$ cat config.mk
export PLATFORM = sky130hd
export DESIGN_NAME = draw_scheduler
export DESIGN_NICKNAME = d
export VERILOG_FILES = /design/src/rtl/draw_scheduler.sv
export SDC_FILE = /design/constraint.sdc
export NUM_CORES = 1
export LEC_CHECK = 0
export CORE_MARGIN = 5
export CORE_UTILIZATION = 45
export DETAILED_ROUTE_END_ITERATION = 12
export PLACE_DENSITY = 0.73
export SLEW_MARGIN = 40
export SYNTH_ARGS = -nofsm -noshare
export SYNTH_HDL_FRONTEND = slang
export SYNTH_SLANG_ARGS = --single-unit
$ cat constraint.sdc
create_clock -name clk -period 3 [get_ports clk]
set_input_delay 0.75 -clock clk [delete_from_list [all_inputs] [get_ports clk]]
set_output_delay 0.75 -clock clk [all_outputs]
set_load 0.05 [all_outputs]
$ cat src/rtl/draw_scheduler.sv
// draw_scheduler: frame-level sequencer for the raster-memory instance read port.
// On each accepted frame_start it walks instance IDs 1..lim-1, issuing one rd_en pulse
// per ID and waiting for that instance's stream_done (or a watchdog expiry) before
// advancing. All outputs are registered.
// Optional feature macro: CAM_FIRST_EN -- issue the camera (ID 0) first and expose cam_phase_o.
module draw_scheduler #(
    parameter int MAX_INST  = 256,
    parameter int IDW       = $clog2(MAX_INST),
    parameter int TIMEOUT_W = 16
) (
    input  logic           clk,
    input  logic           rst_n,
    input  logic           frame_start_i,
    input  logic           abort_i,
    input  logic           pause_i,
    input  logic [IDW-1:0] inst_hi_i,
    input  logic           stream_done_i,
    output logic           rd_en_o,
    output logic [IDW-1:0] rd_inst_id_o,
    output logic           busy_o,
    output logic           frame_done_o,
    output logic           overrun_o,
`ifdef CAM_FIRST_EN
    output logic           cam_phase_o,
`endif
    output logic           timeout_err_o
);

    typedef enum logic [1:0] {
        ST_IDLE  = 2'd0,
        ST_ISSUE = 2'd1,
        ST_WAIT  = 2'd2,
        ST_DONE  = 2'd3
    } state_e;

    // Watchdog value seen during the last allowed WAIT cycle; the count reaches
    // all-ones at the end of that cycle, which is the expiry point.
    localparam logic [TIMEOUT_W-1:0] WDOG_LAST = {{(TIMEOUT_W-1){1'b1}}, 1'b0};

    state_e               state_q, state_d;
    logic [IDW-1:0]       lim_q, lim_d;
    logic [IDW-1:0]       id_q, id_d;
    logic [TIMEOUT_W-1:0] wdog_q, wdog_d;
    logic                 rd_en_q, rd_en_d;
    logic [IDW-1:0]       rd_id_q, rd_id_d;
    logic                 busy_q, busy_d;
    logic                 frame_done_q, frame_done_d;
    logic                 overrun_q, overrun_d;
    logic                 terr_q, terr_d;
    logic                 last_s;
`ifdef CAM_FIRST_EN
    logic                 cam_q, cam_d;
`endif

    // Next-state and registered-output decode for the frame walk.
    always_comb begin
        state_d      = state_q;
        lim_d        = lim_q;
        id_d         = id_q;
        wdog_d       = wdog_q;
        rd_en_d      = 1'b0;
        rd_id_d      = rd_id_q;
        frame_done_d = 1'b0;
        overrun_d    = overrun_q;
        terr_d       = terr_q;
`ifdef CAM_FIRST_EN
        cam_d        = cam_q;
`endif
        // lim<=1 only reaches WAIT for the camera slot; otherwise the last ID is lim-1.
        last_s = (lim_q <= IDW'(1)) || (id_q == (lim_q - IDW'(1)));

        if (abort_i) begin
            // Abort beats everything, including a same-cycle frame_start; sticky flags stay.
            state_d = ST_IDLE;
`ifdef CAM_FIRST_EN
            cam_d   = 1'b0;
`endif
        end else begin
            if (frame_start_i && (state_q != ST_IDLE)) begin
                overrun_d = 1'b1;
            end else begin
                overrun_d = overrun_q;
            end

            case (state_q)
                ST_IDLE: begin
                    if (frame_start_i) begin
                        lim_d     = inst_hi_i;
                        overrun_d = 1'b0;
                        terr_d    = 1'b0;
`ifdef CAM_FIRST_EN
                        id_d      = {IDW{1'b0}};
                        state_d   = ST_ISSUE;
`else
                        id_d      = IDW'(1);
                        state_d   = (inst_hi_i <= IDW'(1)) ? ST_DONE : ST_ISSUE;
`endif
                    end else begin
                        state_d = ST_IDLE;
                    end
                end
                ST_ISSUE: begin
                    if (!pause_i) begin
                        rd_en_d = 1'b1;
                        rd_id_d = id_q;
                        wdog_d  = {TIMEOUT_W{1'b0}};
                        state_d = ST_WAIT;
`ifdef CAM_FIRST_EN
                        cam_d   = (id_q == {IDW{1'b0}});
`endif
                    end else begin
                        state_d = ST_ISSUE;
                    end
                end
                ST_WAIT: begin
                    wdog_d = wdog_q + {{(TIMEOUT_W-1){1'b0}}, 1'b1};
                    if (stream_done_i || (wdog_q == WDOG_LAST)) begin
                        // A done on the expiry cycle counts as a normal completion.
                        terr_d = terr_q | ~stream_done_i;
`ifdef CAM_FIRST_EN
                        cam_d  = 1'b0;
`endif
                        if (last_s) begin
                            state_d = ST_DONE;
                        end else begin
                            id_d    = id_q + IDW'(1);
                            state_d = ST_ISSUE;
                        end
                    end else begin
                        state_d = ST_WAIT;
                    end
                end
                ST_DONE: begin
                    frame_done_d = 1'b1;
                    state_d      = ST_IDLE;
                end
                default: begin
                    state_d = ST_IDLE;
                end
            endcase
        end

        busy_d = (state_d != ST_IDLE);
    end

    // State and output registers; reset discards any frame in progress.
    always_ff @(posedge clk or negedge rst_n) begin
        if (!rst_n) begin
            state_q      <= ST_IDLE;
            lim_q        <= {IDW{1'b0}};
            id_q         <= {IDW{1'b0}};
            wdog_q       <= {TIMEOUT_W{1'b0}};
            rd_en_q      <= 1'b0;
            rd_id_q      <= {IDW{1'b0}};
            busy_q       <= 1'b0;
            frame_done_q <= 1'b0;
            overrun_q    <= 1'b0;
            terr_q       <= 1'b0;
`ifdef CAM_FIRST_EN
            cam_q        <= 1'b0;
`endif
        end else begin
            state_q      <= state_d;
            lim_q        <= lim_d;
            id_q         <= id_d;
            wdog_q       <= wdog_d;
            rd_en_q      <= rd_en_d;
            rd_id_q      <= rd_id_d;
            busy_q       <= busy_d;
            frame_done_q <= frame_done_d;
            overrun_q    <= overrun_d;
            terr_q       <= terr_d;
`ifdef CAM_FIRST_EN
            cam_q        <= cam_d;
`endif
        end
    end

    assign rd_en_o       = rd_en_q;
    assign rd_inst_id_o  = rd_id_q;
    assign busy_o        = busy_q;
    assign frame_done_o  = frame_done_q;
    assign overrun_o     = overrun_q;
    assign timeout_err_o = terr_q;
`ifdef CAM_FIRST_EN
    assign cam_phase_o   = cam_q;
`endif

endmodule
==> metrics.md, run 1 <==
| Metric | Value |
|---|---|
| Net Switching | `636 µW` |
| Critical path origin | `pause_i` |
| Area leader, netlist | `dfrtp_1` |
| Syn. warnings | `0` |
| Core ar. | `5410 µm²` |
| Syn Inst Count | `240` |
| Fin crit share | `82.6%` |
| Synth async-reset ratio | `100%` |
| Top-area cell type share of the netlist area | `47.8%` |
| Met1 GRT Util | `20.4%` |
| Via/cell ratio | `5.42` |
| H-tree depth | `2` |
| Worst-path clk slew | `0.08 ns` |
| CP startpoint kind | `input port` |
| Max-cap violation count | `0` |
| Crit-path max FO | `5` |
| Setup_tns | `0 ns` |
| Sequential share of power | `48.8%` |
| Max VDD drop | `0.445 mV` |
| Leak Pwr | `0.00126 µW` |
| Critical Path AT | `2.71 ns` |
| Die Wd | `84.0 µm` |
| Vias post-DR | `1847` |
| Largest net degree at the start of global routing | `27` |
| CTS Hold Bufs | `0` |
| Slew of the pin with the lowest slew margin | `0.623 ns` |
| DP HPWL | `3670 µm` |
| Area grow syn2layout | `17.5%` |
| Post-cts sizing count | `0` |
| WS Path Type | `in -> reg` |
| Max-Slew Margin vs Limit | `58.1%` |
| Minimum clock period | `2.48 ns` |
| Yosys reg bits | `47` |
| Io pins | `27` |
| M2 GR Usage | `24.2%` |
| Slew Limit Fails | `0` |
| Post-synth EDFFs | `0` |
| Site Rows | `27` |
| Switching share of power | `35.7%` |
| Post-Syn Area | `2460 µm²` |
| Peak Freq | `0.403 GHz` |
| TritonCTS Sinks | `47` |
| RSZ-0062 raised after global routing | `no` |
| RePlAce Congestion | `0.835` |
| Synth unique cells | `47` |
| GRT overflow | `0` |
| Worst Path Required | `3.23 ns` |
| Root Driver | `clkbuf_8` |
| Initial antenna violation count | `0` |
| Fin. Hold Viols | `0` |
| Met3 usage | `3.36%` |
| WL per Instance | `14.4 µm` |
| Clock Power Share | `20.6%` |
| FF-to-FF path depth | `8` |
| Number of global-route vias before repair | `1846` |
| Comb power frac | `30.7%` |
| Endpoints failing setup | `0` |
| Syn_nets | `259` |
| CP endpoint kind | `register` |
| Reg-to-reg slack, setup | `0.54 ns` |
| Worst-Skew Late Latency | `0.30 ns` |
| CTS tree | `built` |
| Die Ht | `84.0 µm` |
| Post-Route WL | `4920 µm` |
| Prevailing post-synth register cell | `dfrtp_1` |
| Most frequent cell after synthesis | `dfrtp_1` |
| Synth area leaders | `dfrtp_1 48%, mux2_2 6.9%, xor2_1 5.3%, nor2_1 4.1%, xnor2_1 2.8%` |
| 1st-iter DRT viols | `66` |
| Fin util | `53.5%` |
| Internal | `1150 µW` |
| N_diodes | `0` |
| Die ar. | `7050 µm²` |
| Drt pass-1 iters | `4` |
| First-pass GRT wire length | `8730 µm` |
| Worst r2r src | `lim_q[0]$_DFFE_PN0P_` |
| Post-CTS setup buffer count | `0` |
| Most Crowded Layer GR | `met2` |
| Status | `finished, final reports clean` |
| IO Port Bufs | `26` |
| Residual DRC | `0` |
| Detail Route Antenna Nets | `0` |
| Total track usage | `15.1%` |
| Syn Area/Cell | `10.3 µm²` |
| Share of layout cells above drive strength 1 | `14.1%` |
| Layout Nets | `287` |
| Num CTS Buffers | `5` |
| Max Root-Sink Buffers | `2` |
| Clock skew | `0.00347 ns` |
| Starting Density | `45.6%` |
| Synth top cells by count | `47 x dfrtp_1, 27 x nor2_1, 17 x nand2_1, 15 x mux2_2, 15 x xor2_1` |
| PD cells | `617 nW/µm²` |
| Seq/Total Area, Yosys | `47.8%` |
| HP Class | `in -> async` |
layout by cell type, fill, tap and decap left out, drive strengths merged, types with 4 or more instances in the layout:
cell	synthesis	final
nor4	4	4
or3	6	6
and3	7	7
nor3	7	7
mux2	16	16
ha	5	5
nand2	17	17
nand4	6	6
o21ai	6	6
dfrtp	47	47
buf	4	8
clkbuf	8	7
nor2	27	27
nand3	6	6
a21oi	9	9
inv	6	6
xor2	15	15
xnor2	8	8
o31ai	4	4
clkdlybuf4s50	0	25
flip-flops by register name, indices dropped and copies added, names as in the netlist, named ones only:
name           cells
wdog_q            16
id_q               8
lim_q              8
rd_inst_id_o       8
state_q            2
busy_o             1
frame_done_o       1
rd_en_o            1
timeout_err_o      1
cells by family after synthesis:
kind of cell             after synthesis  share of synthesized area [%]
XOR/XNOR                              23                           8.18
AND/OR/NAND/NOR                       97                           21.1
multiplexers                          18                           8.28
AO/OA/AOI/OAI                         32                           9.25
buffers and inverters                 18                           2.90
flip-flops                            47                           47.8
adder cells (fa/ha/maj)                5                           2.54
per-stage QoR:
step	hold WS, ns	total power (µW)	cells	cell area [µm²]	setup slack, ns
floorplan	0.454	1250	240	2460	0.696
global placement	0.479	1420	333	2810	0.281
detailed placement	0.494	1430	333	2810	0.192
CTS	0.405	1810	341	2890	0.517
global route	0.443	1900	341	2890	0.358
finish	0.399	1780	341	2890	0.521
power by group through the flow:
| stage | sequential [µW] | clock, µW | combinational, µW |
|---|---|---|---|
| 2_1_floorplan | 945 | 0 | 309 |
| 3_3_place_gp | 878 | 0 | 541 |
| 3_5_place_dp | 881 | 0 | 551 |
| 4_1_cts | 870 | 382 | 554 |
| 5_1_grt | 892 | 409 | 599 |
| 6_report | 870 | 367 | 548 |
worst max-delay path: stages:
cell	delay (ns)
clkdlybuf4s50_1	0.48
or3b_1	0.43
a211oi_1	0.38
and2_1	0.28
nand4_1	0.13
xor2_1	0.15
nor2_1	0.10
cell type report:
class	count	area, µm²
flip-flops and latches	47	1180
inverters	6	22.5
clock buffers	7	76.3
clock inverters	1	5.00
well taps	72	90.1
multi-input cells	175	1210
repair buffers	33	308
fillers	502	2510
path summary, 6_finish.rpt:
path	endpoint
setup / recovery	wdog_q[9]$_DFFE_PN0P_
hold / removal	wdog_q[4]$_DFFE_PN0P_
setup reg to reg	id_q[4]$_DFFE_PN0P_
hold reg to reg	rd_inst_id_o[6]$_DFFE_PN0P_
max in group asynchronous	id_q[6]$_DFFE_PN0P_
min in group clk	rd_inst_id_o[6]$_DFFE_PN0P_
per-layer routing:
metal | part of all wire, % | wire length [µm] | vias up
met5 | 0 | 0 | -
met4 | 1.2 | 58 | 0
met3 | 4.6 | 228 | 5
met2 | 49 | 2390 | 30
met1 | 46 | 2240 | 907
li1 | - | - | 905
(Power assumes the default switching activity.)
==> run 2, diff against run 1 <==
Settings changed: PLACE_DENSITY 0.73 to 0.76.
Clock period 3 ns to 2.2 ns, I/O delays scaled along.
==> metrics.md, run 2 (same netlist as run 1, synthesis figures left out) <==
| Metric | Value |
|---|---|
| Max VDD drop | `0.639 mV (was 0.445 mV)` |
| WS Path Type | `reg -> reg (was in -> reg)` |
| Switching share of power | `32.9% (was 35.7%)` |
| Area grow syn2layout | `34.2% (was 17.5%)` |
| Worst-Skew Late Latency | `0.30 ns (about the same)` |
| Post-Route WL | `5490 µm (was 4920 µm)` |
| DP HPWL | `4080 µm (was 3670 µm)` |
| Starting Density | `45.6% (unchanged)` |
| Cell family with most CP delay | `simple AND/OR/NAND/NOR gates (unchanged)` |
| Num CTS Buffers | `5 (unchanged)` |
| FF-to-FF path depth | `8 (unchanged)` |
| Total track usage | `17.0% (was 15.1%)` |
| Max Root-Sink Buffers | `2 (unchanged)` |
| Peak Freq | `0.441 GHz` |
| Internal | `1940 µW (was 1150 µW)` |
| GRT overflow | `0 (unchanged)` |
| Sequential share of power | `38.9% (was 48.8%)` |
| CP Cell Sequence | `inv_1 > ha_1 > and3_1 > and4bb_1 > o221ai_2 > or3b_4 > or3_4 > mux2_4 (was clkdlybuf4s50_1 > or3b_1 > a211oi_1 > and2_1 > nand4_1 > xor2_1 > nor2_1)` |
| Commonest non-fill, non-tap cell in the layout | `dfrtp_1 (unchanged)` |
| Fin crit share | `103%` |
| Minimum clock period | `2.27 ns` |
| Layout Nets | `323 (was 287)` |
| Root Driver | `clkbuf_8 (unchanged)` |
| Slowest Stage Delay on Critical Path | `0.40 ns (was 0.48 ns)` |
| WL per Instance | `14.6 µm (was 14.4 µm)` |
| Fin. Hold Viols | `0 (unchanged)` |
| Io pins | `27 (unchanged)` |
| CTS Hold Bufs | `0 (unchanged)` |
| Clock skew | `0.0111 ns (was 0.00347 ns)` |
| Worst r2r src | `wdog_q[0]$_DFFE_PN0P_ (was lim_q[0]$_DFFE_PN0P_)` |
| Vias post-DR | `1982 (was 1847)` |
| RSZ-0062 raised after global routing | `yes (was no)` |
| Worst Path Required | `2.40 ns (was 3.23 ns)` |
| TritonCTS Sinks | `47 (unchanged)` |
| Initial antenna violation count | `0 (unchanged)` |
| Violated checks | `negative setup slack` |
| N_diodes | `0 (unchanged)` |
| Fillers | `465 (was 502)` |
| Buf/Inv on CP | `1 (unchanged)` |
| Fin util | `61.2% (was 53.5%)` |
| Slowest cell on the critical path | `or3b_4 (was clkdlybuf4s50_1)` |
| Number of flip-flops in the largest register | `16 (unchanged)` |
| Final WS setup | `-0.0693 ns (was 0.521 ns)` |
| Largest Register | `wdog_q (unchanged)` |
| Worst-path clk slew | `0.09 ns (was 0.08 ns)` |
| Most frequent cells in the layout | `47 x dfrtp_1, 41 x buf_4, 27 x nor2_1 (was 47 x dfrtp_1, 27 x nor2_1, 25 x clkdlybuf4s50_1)` |
| Via/cell ratio | `5.26 (was 5.42)` |
| Crit-path max FO | `3 (was 5)` |
| 1st-iter DRT viols | `90 (was 66)` |
| CTS tree | `built (unchanged)` |
| Clock Power Share | `26.2% (was 20.6%)` |
| CP endpoint kind | `register (unchanged)` |
| Die Wd | `84.0 µm (unchanged)` |
| Detail Route Antenna Nets | `0 (unchanged)` |
| IO Port Bufs | `26 (unchanged)` |
| Critical Path AT | `2.47 ns (was 2.71 ns)` |
| Number of global-route vias before repair | `2139 (was 1846)` |
| Drt pass-1 iters | `4 (unchanged)` |
| First-pass GRT wire length | `9780 µm (was 8730 µm)` |
| Dpl cell area | `3070 µm² (was 2810 µm²)` |
| Largest net degree at the start of global routing | `29 (was 27)` |
| Worst r2r dst | `id_q[4]$_DFFE_PN0P_ (unchanged)` |
| Die Ht | `84.0 µm (unchanged)` |
| HP Class | `in -> async (unchanged)` |
| Die ar. | `7050 µm² (unchanged)` |
| Net Switching | `951 µW (was 636 µW)` |
| Max-Slew Margin vs Limit | `66.1% (was 58.1%)` |
| Slew Limit Fails | `0 (unchanged)` |
| Max-cap violation count | `0 (unchanged)` |
| Final Instance Area | `3310 µm² (was 2890 µm²)` |
| Comb power frac | `34.9% (was 30.7%)` |
| Reg-to-reg slack, setup | `-0.07 ns (was 0.54 ns)` |
| Site Rows | `27 (unchanged)` |
| Core ar. | `5410 µm² (unchanged)` |
| H-tree depth | `2 (unchanged)` |
| Status | `complete, but fails checks (was finished, final reports clean)` |
| Share of layout cells above drive strength 1 | `28.9% (was 14.1%)` |
| Slew of the pin with the lowest slew margin | `0.507 ns (was 0.623 ns)` |
| PD cells | `874 nW/µm² (was 617 nW/µm²)` |
| RePlAce Congestion | `0.808 (was 0.835)` |
| Residual DRC | `0 (unchanged)` |
| Endpoints failing setup | `3 (was 0)` |
| CP startpoint kind | `register (was input port)` |
| Leak Pwr | `0.00148 µW (was 0.00126 µW)` |
==> run 2: cell types whose count changed in the layout (fill, tap and decap cells not counted), moves of 2 or more <==
cell | previous run | this run
clkbuf_1 | 2 | 0
a21oi_1 | 9 | 6
inv_2 | 0 | 2
a21oi_2 | 0 | 3
inv_1 | 6 | 4
bufinv_16 | 0 | 2
or3_1 | 4 | 2
buf_12 | 0 | 2
buf_4 | 7 | 41
or3_4 | 1 | 4
==> run 2: worst max-delay path by stage <==
stage	start	to	slack [ns]	cells past startpoint
3_5_place_dp	stream_done_i	id_q[4]$_DFFE_PN0P_	-0.29	6
2_1_floorplan	wdog_q[0]$_DFFE_PN0P_	id_q[4]$_DFFE_PN0P_	-0.01	8
6_report	wdog_q[0]$_DFFE_PN0P_	id_q[4]$_DFFE_PN0P_	-0.07	8
3_3_place_gp	stream_done_i	id_q[4]$_DFFE_PN0P_	-0.26	6
4_1_cts	wdog_q[0]$_DFFE_PN0P_	id_q[4]$_DFFE_PN0P_	-0.05	8
5_1_grt	wdog_q[0]$_DFFE_PN0P_	id_q[4]$_DFFE_PN0P_	-0.15	8
==> run 2: metal layers <==
layer  part of all wire (%)  vias to the layer above  GRT usage, %  routed length [µm]
met1                     43                      981          20.8                2380
met4                   0.77                        0          4.09                  42
met3                    3.2                        5          3.95                 177
met2                     53                       22          30.2                2890
met5                      0                        -             0                   0
li1                       -                      974             -                   -
==> run 2: layout make-up <==
class / count / area (µm²) / share of cell area [%]
multi-input cells: 175 / 1280 / 38.6
clock buffers: 5 / 68.8 / 2.08
clock inverters: 3 / 67.6 / 2.04
flip-flops and latches: 47 / 1180 / 35.6
repair buffers: 69 / 603 / 18.2
inverters: 6 / 22.5 / 0.681
well taps: 72 / 90.1 / 2.73
==> run 2: per-stage QoR <==
stage	hold WS, ns	setup TNS [ns]	worst slack, ns	instances	total power, µW
2_1_floorplan	0.254	-0.0140	-0.0140	240	1710
6_report	0.201	-0.0911	-0.0693	377	2890
3_5_place_dp	0.494	-3.27	-0.290	364	2090
3_3_place_gp	0.491	-2.77	-0.256	364	2050
5_1_grt	0.224	-0.544	-0.147	377	3060
4_1_cts	0.209	-0.0515	-0.0515	375	2860
==> run 2: timing repair <==
| action | 4_1_cts | 5_1_grt |
|---|---|---|
| setup buffers | 3 | 2 |
| endpoints found under the setup margin | 6 | 13 |
| endpoints found under the hold margin | 0 | 0 |
| pin swaps | 2 | 3 |
| resized for setup | 5 | 11 |
==> run 2: power by group through the flow <==
| stage | sequential (µW) | clock [µW] | combinational [µW] |
|---|---|---|---|
| final | 1120 | 756 | 1010 |
| after CTS | 1120 | 774 | 963 |
| after floorplan | 1290 | 0 | 421 |
| after global placement | 1130 | 0 | 926 |
| after global routing | 1150 | 815 | 1090 |
| after detailed placement | 1140 | 0 | 947 |
